### src/rtl/uart_pkg.sv
// Shared UART definitions: rx FSM states, oversample vote points, DATA_BITS range.
// No ports; imported by uart_rx_os and the transmitter.
package uart_pkg;

  typedef enum logic [2:0] {
    RX_IDLE,
    RX_START,
    RX_DATA,
    RX_PARITY,
    RX_STOP
  } rx_state_t;

  localparam int DATA_BITS_MIN = 5;
  localparam int DATA_BITS_MAX = 9;

  // Three vote samples straddle the centre of the bit period.
  function automatic int vote_lo(input int os);
    return os / 2 - 1;
  endfunction

  function automatic int vote_mid(input int os);
    return os / 2;
  endfunction

  function automatic int vote_hi(input int os);
    return os / 2 + 1;
  endfunction

endpackage

### src/rtl/uart_baud_tick.sv
// Free-running divisor counter producing a one-clk tick every div+1 clocks.
// Ports: clk, rst (sync, high), div (clocks per tick minus 1), tick.
module uart_baud_tick #(
  parameter int DIV_W = 16
) (
  input  logic             clk,
  input  logic             rst,
  input  logic [DIV_W-1:0] div,
  output logic             tick
);

  logic [DIV_W-1:0] cnt;

  // >= keeps the counter from running the full range if div shrinks
  assign tick = (cnt >= div);

  always_ff @(posedge clk) begin
    if (rst)
      cnt <= '0;
    else if (tick)
      cnt <= '0;
    else
      cnt <= cnt + 1'b1;
  end

endmodule

### src/rtl/uart_rx_os.sv
// Oversampling UART receiver with 3-sample majority vote, valid/ready output,
// per-word frame/parity error and sticky overrun. Optional parity: UART_RX_PARITY_EN.
// Ports: clk, rst, baud_div, rx, m_data/m_valid/m_ready, frame_err, parity_err,
//        overrun, overrun_clr, busy.
module uart_rx_os
  import uart_pkg::*;
#(
  parameter int DATA_BITS  = 8,
  parameter int OVERSAMPLE = 16,
  parameter int DIV_W      = 16,
  parameter int PARITY_ODD = 0
) (
  input  logic                 clk,
  input  logic                 rst,
  input  logic [DIV_W-1:0]     baud_div,
  input  logic                 rx,
  output logic [DATA_BITS-1:0] m_data,
  output logic                 m_valid,
  input  logic                 m_ready,
  output logic                 frame_err,
  output logic                 parity_err,
  output logic                 overrun,
  input  logic                 overrun_clr,
  output logic                 busy
);

  localparam int OSW = $clog2(OVERSAMPLE);
  localparam int BCW = $clog2(DATA_BITS);

  localparam logic [OSW-1:0] V_LO  = OSW'(vote_lo(OVERSAMPLE));
  localparam logic [OSW-1:0] V_MID = OSW'(vote_mid(OVERSAMPLE));
  localparam logic [OSW-1:0] V_HI  = OSW'(vote_hi(OVERSAMPLE));
  localparam logic [OSW-1:0] OS_LAST = OSW'(OVERSAMPLE - 1);
  localparam logic [BCW-1:0] BIT_LAST = BCW'(DATA_BITS - 1);

  if (DATA_BITS < DATA_BITS_MIN || DATA_BITS > DATA_BITS_MAX) begin : g_bad_bits
    $error("uart_rx_os: DATA_BITS out of range");
  end

  logic tick;

  uart_baud_tick #(
    .DIV_W(DIV_W)
  ) u_tick (
    .clk (clk),
    .rst (rst),
    .div (baud_div),
    .tick(tick)
  );

  logic s1, s2, s3;

  always_ff @(posedge clk) begin
    if (rst) begin
      s1 <= 1'b1;
      s2 <= 1'b1;
      s3 <= 1'b1;
    end else begin
      s1 <= rx;
      s2 <= s1;
      s3 <= s2;
    end
  end

  rx_state_t            state;
  logic [OSW-1:0]       os_cnt;
  logic [BCW-1:0]       bit_cnt;
  logic [DATA_BITS-1:0] shreg;
  logic                 smp0, smp1;
  logic                 fall, maj, take;

  assign fall = s3 & ~s2;
  // third sample is the live synchronised value at the V_HI tick
  assign maj  = (smp0 & smp1) | (smp0 & s2) | (smp1 & s2);
  assign take = ~m_valid | m_ready;
  assign busy = (state != RX_IDLE);

`ifdef UART_RX_PARITY_EN
  logic par_bit;
`else
  assign parity_err = 1'b0;
`endif

  always_ff @(posedge clk) begin
    if (rst) begin
      state     <= RX_IDLE;
      os_cnt    <= '0;
      bit_cnt   <= '0;
      shreg     <= '0;
      smp0      <= 1'b1;
      smp1      <= 1'b1;
      m_data    <= '0;
      m_valid   <= 1'b0;
      frame_err <= 1'b0;
      overrun   <= 1'b0;
`ifdef UART_RX_PARITY_EN
      par_bit    <= 1'b0;
      parity_err <= 1'b0;
`endif
    end else begin
      if (overrun_clr)
        overrun <= 1'b0;
      if (m_valid && m_ready)
        m_valid <= 1'b0;

      if (tick && state != RX_IDLE) begin
        if (os_cnt == V_LO)
          smp0 <= s2;
        if (os_cnt == V_MID)
          smp1 <= s2;
        os_cnt <= (os_cnt == OS_LAST) ? '0 : os_cnt + 1'b1;
      end

      unique case (state)
        RX_IDLE: begin
          if (fall) begin
            os_cnt <= '0;
            state  <= RX_START;
          end
        end
        RX_START: begin
          if (tick) begin
            if (os_cnt == V_HI && maj)
              state <= RX_IDLE;
            else if (os_cnt == OS_LAST) begin
              state   <= RX_DATA;
              bit_cnt <= '0;
            end
          end
        end
        RX_DATA: begin
          if (tick) begin
            if (os_cnt == V_HI)
              shreg <= {maj, shreg[DATA_BITS-1:1]};
            if (os_cnt == OS_LAST) begin
              if (bit_cnt == BIT_LAST) begin
`ifdef UART_RX_PARITY_EN
                state <= RX_PARITY;
`else
                state <= RX_STOP;
`endif
              end else begin
                bit_cnt <= bit_cnt + 1'b1;
              end
            end
          end
        end
        RX_PARITY: begin
`ifdef UART_RX_PARITY_EN
          if (tick) begin
            if (os_cnt == V_HI)
              par_bit <= maj;
            if (os_cnt == OS_LAST)
              state <= RX_STOP;
          end
`else
          state <= RX_IDLE;
`endif
        end
        RX_STOP: begin
          // finish at the vote, half a bit early, to catch back-to-back starts
          if (tick && os_cnt == V_HI) begin
            state <= RX_IDLE;
            if (take) begin
              m_data    <= shreg;
              frame_err <= ~maj;
              m_valid   <= 1'b1;
`ifdef UART_RX_PARITY_EN
              parity_err <= ((^shreg) ^ par_bit) != 1'(PARITY_ODD);
`endif
            end else begin
              overrun <= 1'b1;
            end
          end
        end
        default: state <= RX_IDLE;
      endcase
    end
  end

endmodule

### config.mk
export PLATFORM = sky130hd
export DESIGN_NAME = uart_rx_os
export DESIGN_NICKNAME = d
export VERILOG_FILES = /design/src/rtl/uart_pkg.sv /design/src/rtl/uart_baud_tick.sv /design/src/rtl/uart_rx_os.sv
export SDC_FILE = /design/constraint.sdc
export NUM_CORES = 1
export LEC_CHECK = 0
export CORE_AREA = 3 3 72 74
export DETAILED_ROUTE_END_ITERATION = 7
export DIE_AREA = 0 0 75 77
export PLACE_DENSITY = 0.8
export SKIP_CTS_REPAIR_TIMING = 1
export SYNTH_ARGS = -nofsm -noshare
export SYNTH_HDL_FRONTEND = slang
export SYNTH_SLANG_ARGS = --single-unit
### constraint.sdc
create_clock -name clk -period 6.65 [get_ports clk]
set_input_delay 0.665 -clock clk [delete_from_list [all_inputs] [get_ports clk]]
set_output_delay 0.665 -clock clk [all_outputs]
set_load 0.03 [all_outputs]
# ---- Word level (Yosys, flattened, before mapping)
# Cells that the tools add are included.
dict set report classes {
  addsub 3
  n_lt_le_gt_ge 1
  n_eq_ne 18
  mux 28
  bitwise 10
  reduce_logical 14
}
# op n
set op_table {}
lappend op_table {{$mux W3} 14}
lappend op_table {{$ne A2 B2 Y1 const B} 9}
lappend op_table {{$add A16 B1 Y16 const B} 1}
lappend op_table {{$ge A16 B16 Y1} 1}
lappend op_table {{$mux W4} 4}
lappend op_table {{$reduce_and A7 Y1} 2}
lappend op_table {{$eq A4 B4 Y1 const B} 3}
lappend op_table {{$pmux W3 S4} 1}
lappend op_table {{$mux W1} 8}
lappend op_table {{$eq A3 B3 Y1 const B} 2}
lappend op_table {{$pmux W3 S2} 1}
lappend op_table {{$reduce_and A3 Y1} 2}
lappend op_table {{$add A4 B1 Y4 const B} 1}
lappend op_table {{$and A1 B1 Y1} 4}
lappend op_table {{$eq A4 B3 Y1 const B} 1}
lappend op_table {{$logic_and A1 B1 Y1} 4}
lappend op_table {{$reduce_and A2 Y1} 2}
lappend op_table {{$add A3 B1 Y3 const B} 1}
lappend op_table {{$eq A3 B1 Y1 const B} 1}
lappend op_table {{$eq A3 B2 Y1 const B} 1}
lappend op_table {{$logic_not A3 Y1} 1}
lappend op_table {{$ne A3 B3 Y1 const B} 1}
lappend op_table {{$not A1 Y1} 3}
lappend op_table {{$or A1 B1 Y1} 3}
lappend op_table {{3 further kinds} 3}
dict set report totals {
  register_bits 50
  output_inout_bits 13
}

# ---- Logic depth before layout (Yosys ltp)
dict set report depth {
  word_depth 7
  ltp_mapped 11
  ltp_nobuf 8
}

# ---- Cells and area by module
# Synthesis repeated with hierarchy kept, for this count alone.
dict set report unflattened {
  hier_cells 304
  area_unflattened_um2 2821.5
}
# mod n_inst cells_each area_per_inst_um2 seq_area_each_um2
set modules_own_cells {}
lappend modules_own_cells {uart_rx_os 1 163 1557.7 680.7}
lappend modules_own_cells {uart_baud_tick 1 141 1263.7 320.3}

# ---- Worst setup path after synthesis
# OpenSTA, ideal clock, no wires.
dict set report synth_timing {
  path_type {input -> register}
  from {input baud_div[13]}
  to {register frame_err}
  setup_ns 0.123
  arrival_ns 3.091
  setup_slack_ns 3.435
  stages 10
  n_path_buf 2
  path_cell_list {inv_1 -> ha_1 -> nand4_2 -> or3_1 -> or4_4 -> and3_4 -> buf_6 -> nor4b_4 -> buf_6 -> mux2_1}
}
dict set report synth_between {
  elab_chain_len 3
}
# item line_no
set synth_rtl {}
lappend synth_rtl {{start, declared} uart_rx_os.sv:15} ;# input logic [DIV_W-1:0] baud_div,
lappend synth_rtl {{$ge A16 B16 Y1} uart_baud_tick.sv:15} ;# assign tick = (cnt >= div);
lappend synth_rtl {{$logic_and A1 B1 Y1} uart_rx_os.sv:162} ;# if (tick && os_cnt == V_HI) begin
lappend synth_rtl {{$reduce_and A3 Y1 (no source line)} n/a}
lappend synth_rtl {{end signal, assigned} uart_rx_os.sv:166} ;# frame_err <= ~maj;
lappend synth_rtl {{end, declared} uart_rx_os.sv:20} ;# output logic frame_err,
# No other way between the ends.
# A chain may end at the register's enable or synchronous reset.

# ---- Worst setup path after layout
dict set report layout_timing {
  from {input baud_div[15]}
  to {register frame_err}
}
# The elaborated chain is that of the path after synthesis.

==> impl_metrics.py <==
metrics = {
    "floorplanning": {
        "core-area_sq_um": 4661,
        "row_count": 25,
        "die_area_sq_um": 5775,
        "fp.dieW_um": 75,
        "io_pins": 34,
        "die_y_um": 77,
        "initial_core_util_pct": 56.86,
    },
    "synth": {
        "yosys.area.top_type_share_pct": 37.77,
        "synth_most_common_cell": "dfxtp_1",
        "synth_flop_cell": "dfxtp_1",
        "synth_top_area_cell": "dfxtp_1",
        "yosysSeqAreaShare_pct": 37.77,
        "synth-seq-cells": 50,
        "async_flop_share_pct": 0,
        "syn_avg_cell_area_sq_um": 9.014,
        "syn_nets": 337,
        "synth_edf_count": 0,
        "syn-cell-area_sq_um": 2650,
        "ys_types": 52,
        "syn-instance-count": 294,
        "ys_warn_count": 0,
        "synth_area_leaders": "dfxtp_1 38%, ha_1 10%, mux2i_1 6.8%, nand2b_1 4.7%, nor2_1 4.7%",
        "synth_common_cells": "50 x dfxtp_1, 33 x nor2_1, 24 x inv_1",
    },
    "placement": {
        "dp.cells": 369,
        "portBuffers": 32,
        "dp_hpwl_mm": 3.512,
        "place_congestion": 0.8690,
    },
    "global_routing": {
        "grt_pass1_vias": 1930,
        "grt_use_total_pct": 17.56,
        "grt_max_degree": 38,
        "grt_overflow": 0,
        "grt_antenna_before_repair": 0,
        "grt_pass1_wl_mm": 8.176,
    },
    "final_layout": {
        "fin_util_pct": 65.75,
        "fin_nets": 365,
        "area_growth_pct": 15.63,
        "fin_cells": 377,
        "drive_gt1_share_pct": 5.882,
        "n_fill_cell": 402,
        "diodes": 0,
    },
    "clock_tree": {
        "cts_tree": "done",
        "path_clk_slew_ns": 0.09,
        "cts_root_buf": "clkbuf_8",
        "worst_skew_pair.late_latency_ns": 0.30,
        "htreeDepth": 2,
        "clock-sinks": 50,
        "cts_buffer_depth": 2,
        "numCtsBuffers": 5,
    },
    "min_path": {
        "hold_class": "reg -> reg",
    },
    "timing": {
        "rsz0062_at_grt": "no",
        "min_period_ns": 3.632,
        "maxSlewViolCount": 0,
        "max_clock_freq_mhz": 275.3,
        "slew-limit-headroom_pct": 32.99,
        "worstMarginPinSlew_ns": 1.002,
        "fin_crit_sh_pct": 54.62,
        "clock_skew_ns": 0.006230,
        "fin_tns_setup_ns": 0,
        "hold_viol_final": 0,
        "setup-violations-final": 0,
    },
    "detailed_routing": {
        "ant_nets": 0,
        "first_iter_violations": 141,
        "drc": 0,
        "wl_mm": 4.633,
        "drt-wirelength-per-cell_um": 12.29,
        "vias_per_cell": 5.361,
        "dr.pass1.iters": 4,
        "via_count": 2021,
    },
    "setup_path": {
        "startpoint_type": "input pin",
        "reg2reg_slack_ns": 3.53,
        "crit_type": "in -> reg",
        "endpoint_kind": "flop",
        "cp_max_fo": 9,
        "crit_arrival_ns": 3.83,
        "required_ns": 6.85,
    },
    "run": {
        "maxCapViolations": 0,
    },
    "pwr": {
        "leakage_uw": 0.001286,
        "pwr_density_cell_nw_per_um2": 172.9,
        "vdd_drop_max_mv": 0.1162,
    },
    "outcome": {
        "outcome": "finished, final reports clean",
    },
}
==> final cells by class <==
class | instances | area, sq um | share of cell area [%]
sequential | 50 | 1001 | 32.67
timing repair buffer | 32 | 320.3 | 10.45
multi-input combinational | 209 | 1490 | 48.63
clock inverter | 2 | 12.51 | 0.4083
clock buffer | 6 | 82.58 | 2.695
tap | 54 | 67.56 | 2.205
inverter | 24 | 90.09 | 2.940
==> critical path, stage by stage <==
cell	delay [ns]
clkdlybuf4s50_1	0.45
inv_1	0.04
ha_1	0.31
nand4_2	0.14
or3_1	0.38
or4_4	0.55
and3_4	0.24
nor4b_4	0.67
mux2_1	0.37
==> through the flow <==
stage          hold WS [ns]  setup WS [ns]  area, sq um  power [uW]
4_1_cts              0.4220          3.003         3064       535.4
5_1_grt              0.4479          2.891         3064       553.4
3_3_place_gp         0.3927          2.683         2969       352.1
2_1_floorplan        0.3895          3.435         2650       335.6
6_report             0.4212          3.018         3064       529.9
3_5_place_dp         0.3991          2.663         2969       352.7
==> cells by family after synthesis <==
logic type | after synthesis | share of synthesized area [%]
AOI/OAI and AO/OA | 34 | 9.160
xor gates and xnor gates | 14 | 4.627
DFF | 50 | 37.77
adders and majority gates | 23 | 10.76
other | 1 | 0.1415
buffers and inverters | 35 | 5.996
and+or+nand+nor | 118 | 24.32
muxes | 19 | 7.224
==> state kept, by name, indices dropped and copies added (netlist names) <==
| name | count |
|---|---|
| m_data | 8 |
| smp1 | 1 |
| overrun | 1 |
| shreg | 8 |
| state | 3 |
| u_tick.cnt | 16 |
| smp0 | 1 |
| bit_cnt | 3 |
| m_valid | 1 |
| os_cnt | 4 |
| s2 | 1 |
| s3 | 1 |
| frame_err | 1 |
| s1 | 1 |
==> report_power, final <==
part	switching (uW)	internal [uW]
clock	101	83.8
sequential	2.97	302
combinational	19.0	21.6
==> layer usage <==
layer	part of all wire (%)	up-vias	GRT usage (%)	wire length, um
met1	46	925	21.37	2129
met3	3.2	6	2.883	146
met5	0	-	0	0
met2	49	40	30.05	2291
li1	-	1050	-	-
met4	1.4	0	6.762	65
==> layout by cell type (no fill, tap or decap), drive strengths merged, types with 3 or more instances in the layout <==
master,count
nor2b,3
nand2,19
xnor2,7
dfxtp,50
or3,4
inv,24
nand2b,20
o21ai,5
and3,7
nand3,9
ha,22
a31oi,3
a21oi,8
nor3,7
a32o,3
clkdlybuf4s50,32
xor2,7
mux2i,18
clkbuf,6
nor2,33
==> worst paths after layout <==
path,start,end,cells past startpoint
max,baud_div[15],frame_err$_SDFFE_PP0P_,9
min,s1$_SDFF_PP1_,s2$_SDFF_PP1_,1
max reg2reg,u_tick.cnt[13]$_SDFF_PP0_,frame_err$_SDFFE_PP0P_,7
min reg2reg,s1$_SDFF_PP1_,s2$_SDFF_PP1_,1
(Power assumes the default switching activity.)
==> RTL change (same flow settings) <==
Encoding of `rx_state_t`: now one-hot (5 bits for 5 states).
--- a/src/rtl/uart_pkg.sv
+++ b/src/rtl/uart_pkg.sv
@@ -2,12 +2,12 @@
 // No ports; imported by uart_rx_os and the transmitter.
 package uart_pkg;
 
-  typedef enum logic [2:0] {
-    RX_IDLE,
-    RX_START,
-    RX_DATA,
-    RX_PARITY,
-    RX_STOP
+  typedef enum logic [4:0] {
+    RX_IDLE   = 5'b00001,
+    RX_START  = 5'b00010,
+    RX_DATA   = 5'b00100,
+    RX_PARITY = 5'b01000,
+    RX_STOP   = 5'b10000
   } rx_state_t;
 
   localparam int DATA_BITS_MIN = 5;
Check against the original RTL: no difference found for any inputs over 10 cycles, from zero or initial values and one cycle with rst high; not proved beyond that.
==> RTL change against the original RTL <==
- setup slack gained 0.39 ns
- wire length increased by 17%
- sequential cell count up 1
- synthesized area grew 10%
- design area grew 9.0%
- cell count increased by 6.4%
- critical endpoint is now u_tick.cnt[12]$_SDFF_PP0_
- utilization increased by 5.9 points
- via count grew 10%
Power is not compared: it rests on default switching activity, and its combinational part moved more than twofold at a synthesized area within 25%.
==> RTL change: results <==
export IMPL_root_buffer="clkbuf_8"
export IMPL_yosys_top_cells_area="dfxtp_1 (35%), ha_1 (9.4%), mux2i_1 (8.2%), nand2b_1 (5.6%), inv_1 (3.1%)"
export IMPL_grt_usage_pct=20.7
export IMPL_cts_max_level=2
export IMPL_syn_nets=362
export IMPL_synth_common_cells="dfxtp_1 (51), nand2b_1 (26), inv_1 (24), mux2i_1 (24), nor2_1 (24)"
export IMPL_worstRegToRegCells=6
export IMPL_fillCellCount=366
export IMPL_grt_pass1_wl_microns=9670
export IMPL_antenna_found_initial=0
export IMPL_slowest_stage="or3_1"
export IMPL_gp_congestion=0.850
export IMPL_top_regs="u_tick.cnt: 16 flops, m_data: 8 flops, shreg: 8 flops"
export IMPL_drive_gt1_share_pct=9.51
export IMPL_cp_data_arrival_time_ns=3.48
export IMPL_first_global_vias=2216
export IMPL_fin_skew_ns=0.0105
export IMPL_cp_max_fo=16
export IMPL_worst_pin_slew_ns=1.07
export IMPL_antenna_cells=0
export IMPL_insertion_delay_ns=0.31
export IMPL_status="completed"
export IMPL_grt_max_degree=49
export IMPL_wire_per_inst_microns=13.5
export IMPL_dpl_hpwl_microns=4000
export IMPL_yosysSeqAreaShare_pct=34.9
export IMPL_synthDistinctLibCells=62
export IMPL_yosys_warnings=0
export IMPL_slowest_delay_ns=0.83
export IMPL_drt_initial_drc_count=188
export IMPL_firstDrtPassIters=4
export IMPL_nNetsFinal=389
export IMPL_cts_buffer_depth=2
export IMPL_via_per_inst=5.55
export IMPL_placed_cell_area_sq_um=3240
export IMPL_min_path_type="flip-flop to flip-flop"
[RTL change: cell families after synthesis]
group / Yosys count / share of synthesized area (%)
DFF: 51 / 34.9
xor gates and xnor gates: 15 / 4.49
AOI/OAI and AO/OA: 41 / 10.2
and+or+nand+nor: 124 / 25.6
other: 1 / 0.128
muxes: 26 / 8.99
buffers and inverters: 38 / 5.91
adders and majority gates: 23 / 9.76
[RTL change: power groups by stage]
stage	Sequential, uW	Clock [uW]	Combinational [uW]
floorplan	325	0	106
global placement	333	0	134
detailed placement	334	0	136
CTS	327	193	138
global route	329	205	154
finish	327	189	138
[RTL change: area by class of cell]
class / count / share of cell area (%)
Clock inverter: 3 / 0.824
Multi-Input combinational cell: 230 / 51.8
Timing Repair Buffer: 34 / 10.0
Clock buffer: 5 / 2.06
Sequential cell: 51 / 30.6
Tap cell: 54 / 2.02
Inverter: 24 / 2.70
[RTL change: routing by layer]
metal  part of all wire (%)  wire (microns)  global-route usage [%]  up-vias
met5                      0               0                       0        -
met4                   0.81              44                    4.27        0
met3                    3.9             210                    3.54        6
met2                     45            2430                    32.4       44
met1                     50            2730                    29.7     1022
li1                       -               -                       -     1154
[RTL change: final timing paths]
path                             start                         to  slack (ns)
max                       baud_div[13]  u_tick.cnt[12]$_SDFF_PP0_        3.41
min                      s1$_SDFF_PP1_              s2$_SDFF_PP1_        0.42
max reg2reg  u_tick.cnt[13]$_SDFF_PP0_  u_tick.cnt[12]$_SDFF_PP0_        3.89
min reg2reg              s1$_SDFF_PP1_              s2$_SDFF_PP1_        0.42
[RTL change: critical path: cells and delay by family]
kind	cells	cell delay (ns)
buffers and inverters	2	0.50
adder cells (fa/ha/maj)	1	0.31
AND/OR/NAND/NOR	3	1.73
AO/OA/AOI/OAI	2	0.27
[RTL change: metrics by stage]
stage / util [%] / instances / hold slack, ns / setup WS, ns
2_1_floorplan: - / 319 / 0.389 / 4.00
3_5_place_dp: 69.6 / 393 / 0.398 / 3.07
4_1_cts: 71.7 / 401 / 0.422 / 3.40
3_3_place_gp: 69.6 / 393 / 0.392 / 3.15
5_1_grt: 71.7 / 401 / 0.425 / 3.22
6_report: 71.7 / 401 / 0.423 / 3.41
